### config.mk
export PLATFORM = sky130hd
export DESIGN_NAME = tm_load_sequencer
export DESIGN_NICKNAME = d
export VERILOG_FILES = /design/src/rtl/tm_load_sequencer.sv
export SDC_FILE = /design/constraint.sdc
export NUM_CORES = 1
export LEC_CHECK = 0
export CAP_MARGIN = 20
export CORE_UTILIZATION = 51
export CTS_CLUSTER_SIZE = 30
export DETAILED_ROUTE_END_ITERATION = 16
export PLACE_DENSITY = 0.84
export SLEW_MARGIN = 0
export SYNTH_ARGS = -nofsm -noshare
export SYNTH_HDL_FRONTEND = slang
export SYNTH_SLANG_ARGS = --single-unit
export TNS_END_PERCENT = 100
### constraint.sdc
create_clock -name clock -period 2.1 [get_ports clock]
set_input_delay 0.63 -clock clock [delete_from_list [all_inputs] [get_ports clock]]
set_output_delay 0.63 -clock clock [all_outputs]
set_load 0.05 [all_outputs]
### src/rtl/tm_load_sequencer.sv
// Front-end sequencer: debounces Next/Done, steps PROG->TAPE->RUN->HALT/ERR, strobes words one cycle after a press.
// No backpressure; the optional run watchdog is enabled by TM_WATCHDOG_EN.
module tm_load_sequencer #(
   parameter int NUM_STATES      = 4,
   parameter int TAPE_LEN        = 64,
   parameter int DEBOUNCE_CYCLES = 4,
   parameter int WDOG_CYCLES     = 65535
) (
   input  logic                      clock,
   input  logic                      reset,
   input  logic                      next_in,
   input  logic                      done_in,
   input  logic [5:0]                data_in,
   input  logic                      compute_done,
   output logic                      word_valid,
   output logic [5:0]                word_data,
   output logic                      word_is_tape,
   output logic [$clog2(TAPE_LEN)-1:0] word_addr,
   output logic                      start,
   output logic [2:0]                phase,
   output logic [$clog2(TAPE_LEN):0] tape_len
);

   localparam int AW = $clog2(TAPE_LEN);
   localparam int PW = $clog2(2 * NUM_STATES + 1);
   localparam int DW = $clog2(DEBOUNCE_CYCLES + 1);
   localparam logic [PW-1:0] PROG_WORDS = PW'(2 * NUM_STATES);
   localparam logic [AW:0]   TAPE_WORDS = TAPE_LEN[AW:0];
   localparam logic [DW-1:0] DB_LAST    = DW'(DEBOUNCE_CYCLES - 1);

   typedef enum logic [2:0] {
      S_PROG = 3'd0,
      S_TAPE = 3'd1,
      S_RUN  = 3'd2,
      S_HALT = 3'd3,
      S_ERR  = 3'd4
   } state_t;

   if (DEBOUNCE_CYCLES < 1 || WDOG_CYCLES < 1) begin : g_bad_param
      $error("tm_load_sequencer: DEBOUNCE_CYCLES and WDOG_CYCLES must be >= 1");
   end

   state_t          state_q, state_d;
   logic [PW-1:0]   prog_cnt_q, prog_cnt_d;
   logic [AW:0]     tape_cnt_q, tape_cnt_d;
   logic            word_valid_q, word_valid_d;
   logic [5:0]      word_data_q, word_data_d;
   logic            word_is_tape_q, word_is_tape_d;
   logic [AW-1:0]   word_addr_q, word_addr_d;
   logic            start_q, start_d;
   logic [DW-1:0]   db_cnt_q [2];
   logic [DW-1:0]   db_cnt_d [2];
   logic [1:0]      db_hi_q, db_hi_d;
   logic [1:0]      btn;
   logic [1:0]      press;
   logic            next_ev, done_ev;

`ifdef TM_WATCHDOG_EN
   localparam int WW = $clog2(WDOG_CYCLES + 1);
   localparam logic [WW-1:0] WDOG_LAST = WW'(WDOG_CYCLES - 1);
   logic [WW-1:0]   wdog_q, wdog_d;
`endif

   assign btn = {done_in, next_in};

   // Index 0 = Next, 1 = Done. A level flips only after DEBOUNCE_CYCLES disagreeing samples.
   always_comb begin
      for (int i = 0; i < 2; i++) begin
         db_cnt_d[i] = '0;
         db_hi_d[i]  = db_hi_q[i];
         press[i]    = 1'b0;
         if (btn[i] != db_hi_q[i]) begin
            if (db_cnt_q[i] == DB_LAST) begin
               db_hi_d[i] = btn[i];
               press[i]   = btn[i];
            end else begin
               db_cnt_d[i] = db_cnt_q[i] + 1'b1;
            end
         end
      end
   end

   assign done_ev = press[1];
   assign next_ev = press[0] & ~press[1];

   always_comb begin
      state_d        = state_q;
      prog_cnt_d     = prog_cnt_q;
      tape_cnt_d     = tape_cnt_q;
      word_valid_d   = 1'b0;
      word_data_d    = word_data_q;
      word_is_tape_d = word_is_tape_q;
      word_addr_d    = word_addr_q;
      start_d        = 1'b0;
`ifdef TM_WATCHDOG_EN
      wdog_d         = '0;
`endif
      case (state_q)
         // A full count advances one cycle after the last strobe, so start never overlaps it.
         S_PROG: begin
            if (prog_cnt_q == PROG_WORDS) begin
               state_d = S_TAPE;
            end else if (done_ev) begin
               state_d = S_ERR;
            end else if (next_ev) begin
               word_valid_d   = 1'b1;
               word_data_d    = data_in;
               word_is_tape_d = 1'b0;
               word_addr_d    = AW'(prog_cnt_q);
               prog_cnt_d     = prog_cnt_q + 1'b1;
            end
         end
         S_TAPE: begin
            if (tape_cnt_q == TAPE_WORDS || done_ev) begin
               state_d = S_RUN;
               start_d = 1'b1;
            end else if (next_ev) begin
               word_valid_d   = 1'b1;
               word_data_d    = data_in;
               word_is_tape_d = 1'b1;
               word_addr_d    = tape_cnt_q[AW-1:0];
               tape_cnt_d     = tape_cnt_q + 1'b1;
            end
         end
         S_RUN: begin
            if (compute_done) begin
               state_d = S_HALT;
`ifdef TM_WATCHDOG_EN
            end else if (wdog_q == WDOG_LAST) begin
               state_d = S_ERR;
            end else begin
               wdog_d = wdog_q + 1'b1;
`endif
            end
         end
         S_HALT: begin
            if (done_ev) begin
               state_d    = S_PROG;
               prog_cnt_d = '0;
               tape_cnt_d = '0;
            end else if (next_ev) begin
               state_d = S_RUN;
               start_d = 1'b1;
            end
         end
         S_ERR: begin
            if (done_ev) begin
               state_d    = S_PROG;
               prog_cnt_d = '0;
               tape_cnt_d = '0;
            end
         end
         default: state_d = S_PROG;
      endcase
   end

   always_ff @(posedge clock) begin
      if (reset) begin
         state_q        <= S_PROG;
         prog_cnt_q     <= '0;
         tape_cnt_q     <= '0;
         word_valid_q   <= 1'b0;
         word_data_q    <= '0;
         word_is_tape_q <= 1'b0;
         word_addr_q    <= '0;
         start_q        <= 1'b0;
         db_hi_q        <= '0;
         for (int i = 0; i < 2; i++) db_cnt_q[i] <= '0;
`ifdef TM_WATCHDOG_EN
         wdog_q         <= '0;
`endif
      end else begin
         state_q        <= state_d;
         prog_cnt_q     <= prog_cnt_d;
         tape_cnt_q     <= tape_cnt_d;
         word_valid_q   <= word_valid_d;
         word_data_q    <= word_data_d;
         word_is_tape_q <= word_is_tape_d;
         word_addr_q    <= word_addr_d;
         start_q        <= start_d;
         db_hi_q        <= db_hi_d;
         for (int i = 0; i < 2; i++) db_cnt_q[i] <= db_cnt_d[i];
`ifdef TM_WATCHDOG_EN
         wdog_q         <= wdog_d;
`endif
      end
   end

   assign word_valid   = word_valid_q;
   assign word_data    = word_data_q;
   assign word_is_tape = word_is_tape_q;
   assign word_addr    = word_addr_q;
   assign start        = start_q;
   assign phase        = state_q;
   assign tape_len     = tape_cnt_q;

endmodule

* Word level (Yosys, flattened, before mapping)
Memories as Yosys holds them, arrays and structs flattened. Index checks and enable logic that the tools add are counted.
Cells by class: reduce and logical (&&, ||, !) cells 13, div/mod/pow operators 0, order comparisons 0, $mul 0, muxes and demuxes 54, bitwise operators 4, shift operators 0, equal/unequal tests 21, add/subtract/negate cells 4
Operators with widths (number):
- $mux W6 | 9
- $mux W3 | 13
- $pmux W6 S2 | 2
- $mux W7 | 3
- $mux W1 | 17
- $mux W4 | 4
- $ne A2 B2 Y1 const B | 8
- $pmux W3 S5 | 1
- $pmux W7 S2 | 1
- $eq A3 B2 Y1 const B | 4
- $reduce_and A5 Y1 | 2
- $pmux W4 S2 | 1
- $reduce_and A4 Y1 | 2
- $add A7 B1 Y7 const B | 1
- $eq A7 B7 Y1 const B | 1
- $add A3 B1 Y3 const B | 2
- $ne A3 B3 Y1 const B | 2
- $pmux W1 S2 | 3
- $reduce_and A6 Y1 | 1
- $reduce_bool A2 Y1 | 3
- $add A4 B1 Y4 const B | 1
- $eq A4 B4 Y1 const B | 1
- $reduce_and A2 Y1 | 2
- $eq A3 B1 Y1 const B | 1
- 9 further kinds | 11
Word-level totals: bits in writable memories 6, input bits 11, memories kept 1, latch bits 0, bits in read-only memories 0, register bits 31, word-level logic and storage cells 107, output and inout port bits 25
Memories:
- db_cnt_q | words 2, bits a word 3, read ports 2, clocked after Yosys merged registers in 0, write ports 2, line 51 | logic [DW-1:0] db_cnt_q [2];

* Depth between registers and ports, before layout
depth in word-level cells 9, gate-level depth with buffers 7, gate-level depth less buffers 6

* Worst setup path after synthesis
OpenSTA, ideal clock, no wires.
path type flip-flop to flip-flop, start register state_q[0] (netlist: phase[0]), end register tape_cnt_q[0] (netlist: tape_len[0]), path buffers 1, library setup time 151 ps, data required time 1949 ps, setup slack 66 ps, cell stages (with the launch flop) 6, period minus slack after synthesis 2034 ps, data arrival time 1883 ps, path through dfxtp_1 -> buf_4 -> nor3b_4 -> o211ai_4 -> o31ai_4 -> o22ai_1
On the way: longest elaborated chain between the ends 4, elaborated cells between the ends (all ways) 10, classes of those cells eq/ne: 6; mux: 1; reduce/logical: 3
RTL lines:
- start, declared | line 43 | state_t state_q, state_d;
- start signal, assigned | line 173 | state_q <= state_d;
- $eq A3 B3 Y1 or $eq A3 B2 Y1 (tied branches) | line 98 | case (state_q)
- $reduce_or A2 Y1 (no line)
- $ne A2 B1 Y1 (no line) or $reduce_bool A2 Y1 (tied branches)
- $reduce_and A4 Y1 (no line)
- end signal, assigned | line 175 | tape_cnt_q <= tape_cnt_d;
- end, declared | line 45 | logic [AW:0] tape_cnt_q, tape_cnt_d;
Parallel ways exist; a longest one is shown, timed or not. A chain may end at the register's enable or synchronous reset.

* Final worst setup path
start input port next_in, end register tape_cnt_q[1] (netlist: tape_len[1])
On the way: longest elaborated chain between the ends 5, elaborated cells between the ends (all ways) 6, classes of those cells eq/ne: 2; mux: 2; bitwise: 1; reduce/logical: 1
RTL lines:
- start, declared | line 11 | input logic next_in,
- $mux W1 or $ne A1 B1 Y1 (tied branches) | line 73, 72
- $mux W1 * | line 72 | if (btn[i] != db_hi_q[i]) begin
- $and A1 B1 Y1 * | line 84 | assign next_ev = press[0] & ~press[1];
- $ne A2 B2 Y1 (no line) *
- $reduce_and A4 Y1 (no line) *
Every way passes the cells marked *; elsewhere a longest branch is shown, timed or not.

==> results.json <==
{
  "finalMaxSlewViolations": 0,
  "drcViolationCount": 0,
  "die_h_um": 62.46,
  "synth_top_area_share_pct": 39.73,
  "cap_violations": 0,
  "cts_root_buf": "clkbuf_4",
  "synthDistinctLibCells": 43,
  "synthCells": 211,
  "setup_viol": 0,
  "final_net_count": 280,
  "finalCriticalPeriod_ns": 1.923,
  "crit_chain": "clkdlybuf4s50_1 -> and3b_1 -> nand2_1 -> o31ai_4 -> mux2i_1",
  "synth_edf_count": 0,
  "drt_iter0_markers": 144,
  "max-vdd-ir-drop_uv": 368.0,
  "cp_max_fo": 7,
  "antenna_cells": 0,
  "yosys-top-cells-area": "dfxtp_1 (40%), mux2i_1 (7.0%), nand2_1 (6.8%)",
  "p_per_area_nw_per_um2": 501.0,
  "synth_nets": 230,
  "firstDrtPassIters": 4,
  "p_leak_nw": 1.008,
  "hold_ws_ns": 0.4218,
  "outcome": "complete, no violations",
  "start_util_pct": 54.58,
  "cp-end-kind": "flop",
  "hp-class": "reg -> reg",
  "vias_per_cell": 5.599,
  "hold-path-cell-count": 1,
  "seqCellArea_um2": 740.7,
  "ant_nets": 0,
  "cp.depth": 5,
  "ys_warn_count": 0,
  "grt_max_degree": 31,
  "cp_slowest_cell": "clkdlybuf4s50_1",
  "cp_top_family": "buffers and inverters",
  "cp.buffers_inverters": 1,
  "postCtsSetupBuffers": 0,
  "clk_pin_slew_ns": 0.10,
  "grt_overflow": 0,
  "die_area_um2": 3901,
  "yosysTopAreaCell": "dfxtp_1",
  "dr_total_vias": 1719,
  "tightest_slew_ns": 0.5368,
  "drive_gt1_share_pct": 20.31,
  "wirelength_um": 4096,
  "rsz0062_at_grt": "no",
  "clock_latency_ns": 0.35,
  "synth_ff_type": "dfxtp_1",
  "netlist_top_cells_count": "dfxtp_1 (37), nand2_1 (34), nand3_1 (15)",
  "yosysMostFrequentCell": "dfxtp_1",
  "setup_tns_ns": 0,
  "synth_area_per_cell_um2": 8.835,
  "slew_headroom_pct": 64.14,
  "grt_usage_pct": 23.94,
  "reg2regPathDepth": 4,
  "die_width_um": 62.46,
  "n_fill_cell": 277,
  "core_um2": 3416,
  "cp_data_arrival_time_ns": 2.20,
  "grt_pass1_wl_um": 7472,
  "cts_max_level": 2,
  "cts.sinks": 37,
  "ys_ff_latch": 37,
  "max_freq_mhz": 520.1,
  "stdcell_count": 307,
  "io_pins": 36,
  "antenna_found_initial": 0,
  "cts_tree": "done",
  "dp_worst_setup_slack_ns": -0.1814,
  "hold_violations": 0,
  "fin_util_pct": 69.82,
  "port_buffers": 35,
  "multi_input_area_um2": 1025,
  "clock_path_buffers": 2,
  "cp.required_ns": 2.38,
  "dp_hpwl_um": 3098,
  "areaGrowthSynthToFinish_pct": 27.92,
  "critPathLaunchType": "input port",
  "critical_path_class": "in -> reg",
  "dp.cells": 300,
  "fin_ws_ns": 0.1773,
  "rows": 21,
  "synthArstFlopShare_pct": 0,
  "yosysSeqAreaShare_pct": 39.73,
  "fin_crit_sh_pct": 91.56,
  "synthesis.area_um2": 1864,
  "finalClockSkew_ns": 0.01463,
  "grt_pass1_vias": 1670,
  "numCtsBuffers": 5,
  "gp_congestion": 0.8102,
  "wire_per_inst_um": 13.34,
  "crit_path_max_incr_delay_ns": 0.51
}
-- report_power, final --
group	internal, W	leakage (nW)	total, W	switching [W]
logic	0.0000413	0.679	0.0000910	0.0000496
clock network	0.000157	0.0303	0.000384	0.000227
registers	0.000710	0.299	0.000720	0.00000920
-- cell type report --
cell class                 count  area share [%]
clock buffer                   6           2.151
clock inverter                 1          0.3148
sequential                    37           31.06
tap                           46           2.413
multi-input combinational    153           42.97
timing repair buffer          54           19.52
inverter                      10           1.574
-- cell families after synthesis --
group                      after synthesis  share of synthesized area (%)
buffers and inverters                   21                          5.302
and+or+nand+nor                         93                          25.37
adders and majority gates                8                          5.369
AOI/OAI and AO/OA                       37                          16.31
muxes                                   13                          6.980
xor gates and xnor gates                 2                         0.9398
DFF                                     37                          39.73
-- sequential cells by signal, summed over array words and instances (netlist names) --
| name | flops |
|---|---|
| word_valid | 1 |
| word_is_tape | 1 |
| phase | 3 |
| word_data | 6 |
| word_addr | 6 |
| start | 1 |
| prog_cnt_q | 4 |
| tape_len | 7 |
| db_cnt_q | 6 |
| db_hi_q | 2 |
-- layout by cell type (no fill, tap or decap), types with 5 or more instances in the layout --
| master | instances |
|---|---|
| mux2i_1 | 13 |
| nand3_1 | 15 |
| nand2_1 | 34 |
| nand4_1 | 6 |
| buf_4 | 37 |
| inv_1 | 10 |
| dfxtp_1 | 37 |
| ha_1 | 8 |
| nor2_1 | 14 |
| clkdlybuf4s50_1 | 10 |
| o211a_1 | 5 |
| o211ai_1 | 8 |
| clkbuf_4 | 5 |
-- metrics by stage --
step / power, W / cell area (um^2)
floorplan: 0.0007837 / 1864
global placement: 0.0008246 / 2328
detailed placement: 0.0008270 / 2328
CTS: 0.001204 / 2382
global route: 0.001240 / 2385
finish: 0.001195 / 2385
-- repair_timing --
action                     CTS  global route
gates resized for setup      4             1
setup endpoints to repair    4             1
hold buffers                 0             0
-- layer usage --
metal / GRT usage [%] / routed length (um)
met1: 28.85 / 1831
met2: 40.35 / 1979
met3: 4.927 / 203
met4: 11.63 / 82
met5: 0 / 0
-- worst reg2reg max path, delay by kind of cell, from the launching register on --
kind             cells  cell delay [ns]
AND/OR/NAND/NOR      1             0.51
multiplexers         1             0.22
flip-flops           1             0.51
AO/OA/AOI/OAI        2             0.61
-- worst paths after layout --
kind                          endpoint                 startpoint  slack [ns]
max reg2reg   tape_len[1]$_SDFFE_PP0P_      phase[2]$_SDFFE_PP0P_        0.18
min reg2reg  db_cnt_q[0][0]$_SDFF_PP0_  db_cnt_q[0][0]$_SDFF_PP0_        0.42
min          db_cnt_q[0][0]$_SDFF_PP0_  db_cnt_q[0][0]$_SDFF_PP0_        0.42
max           tape_len[1]$_SDFFE_PP0P_                    next_in        0.18
No activity file was read; power rests on OpenSTA's default activity.
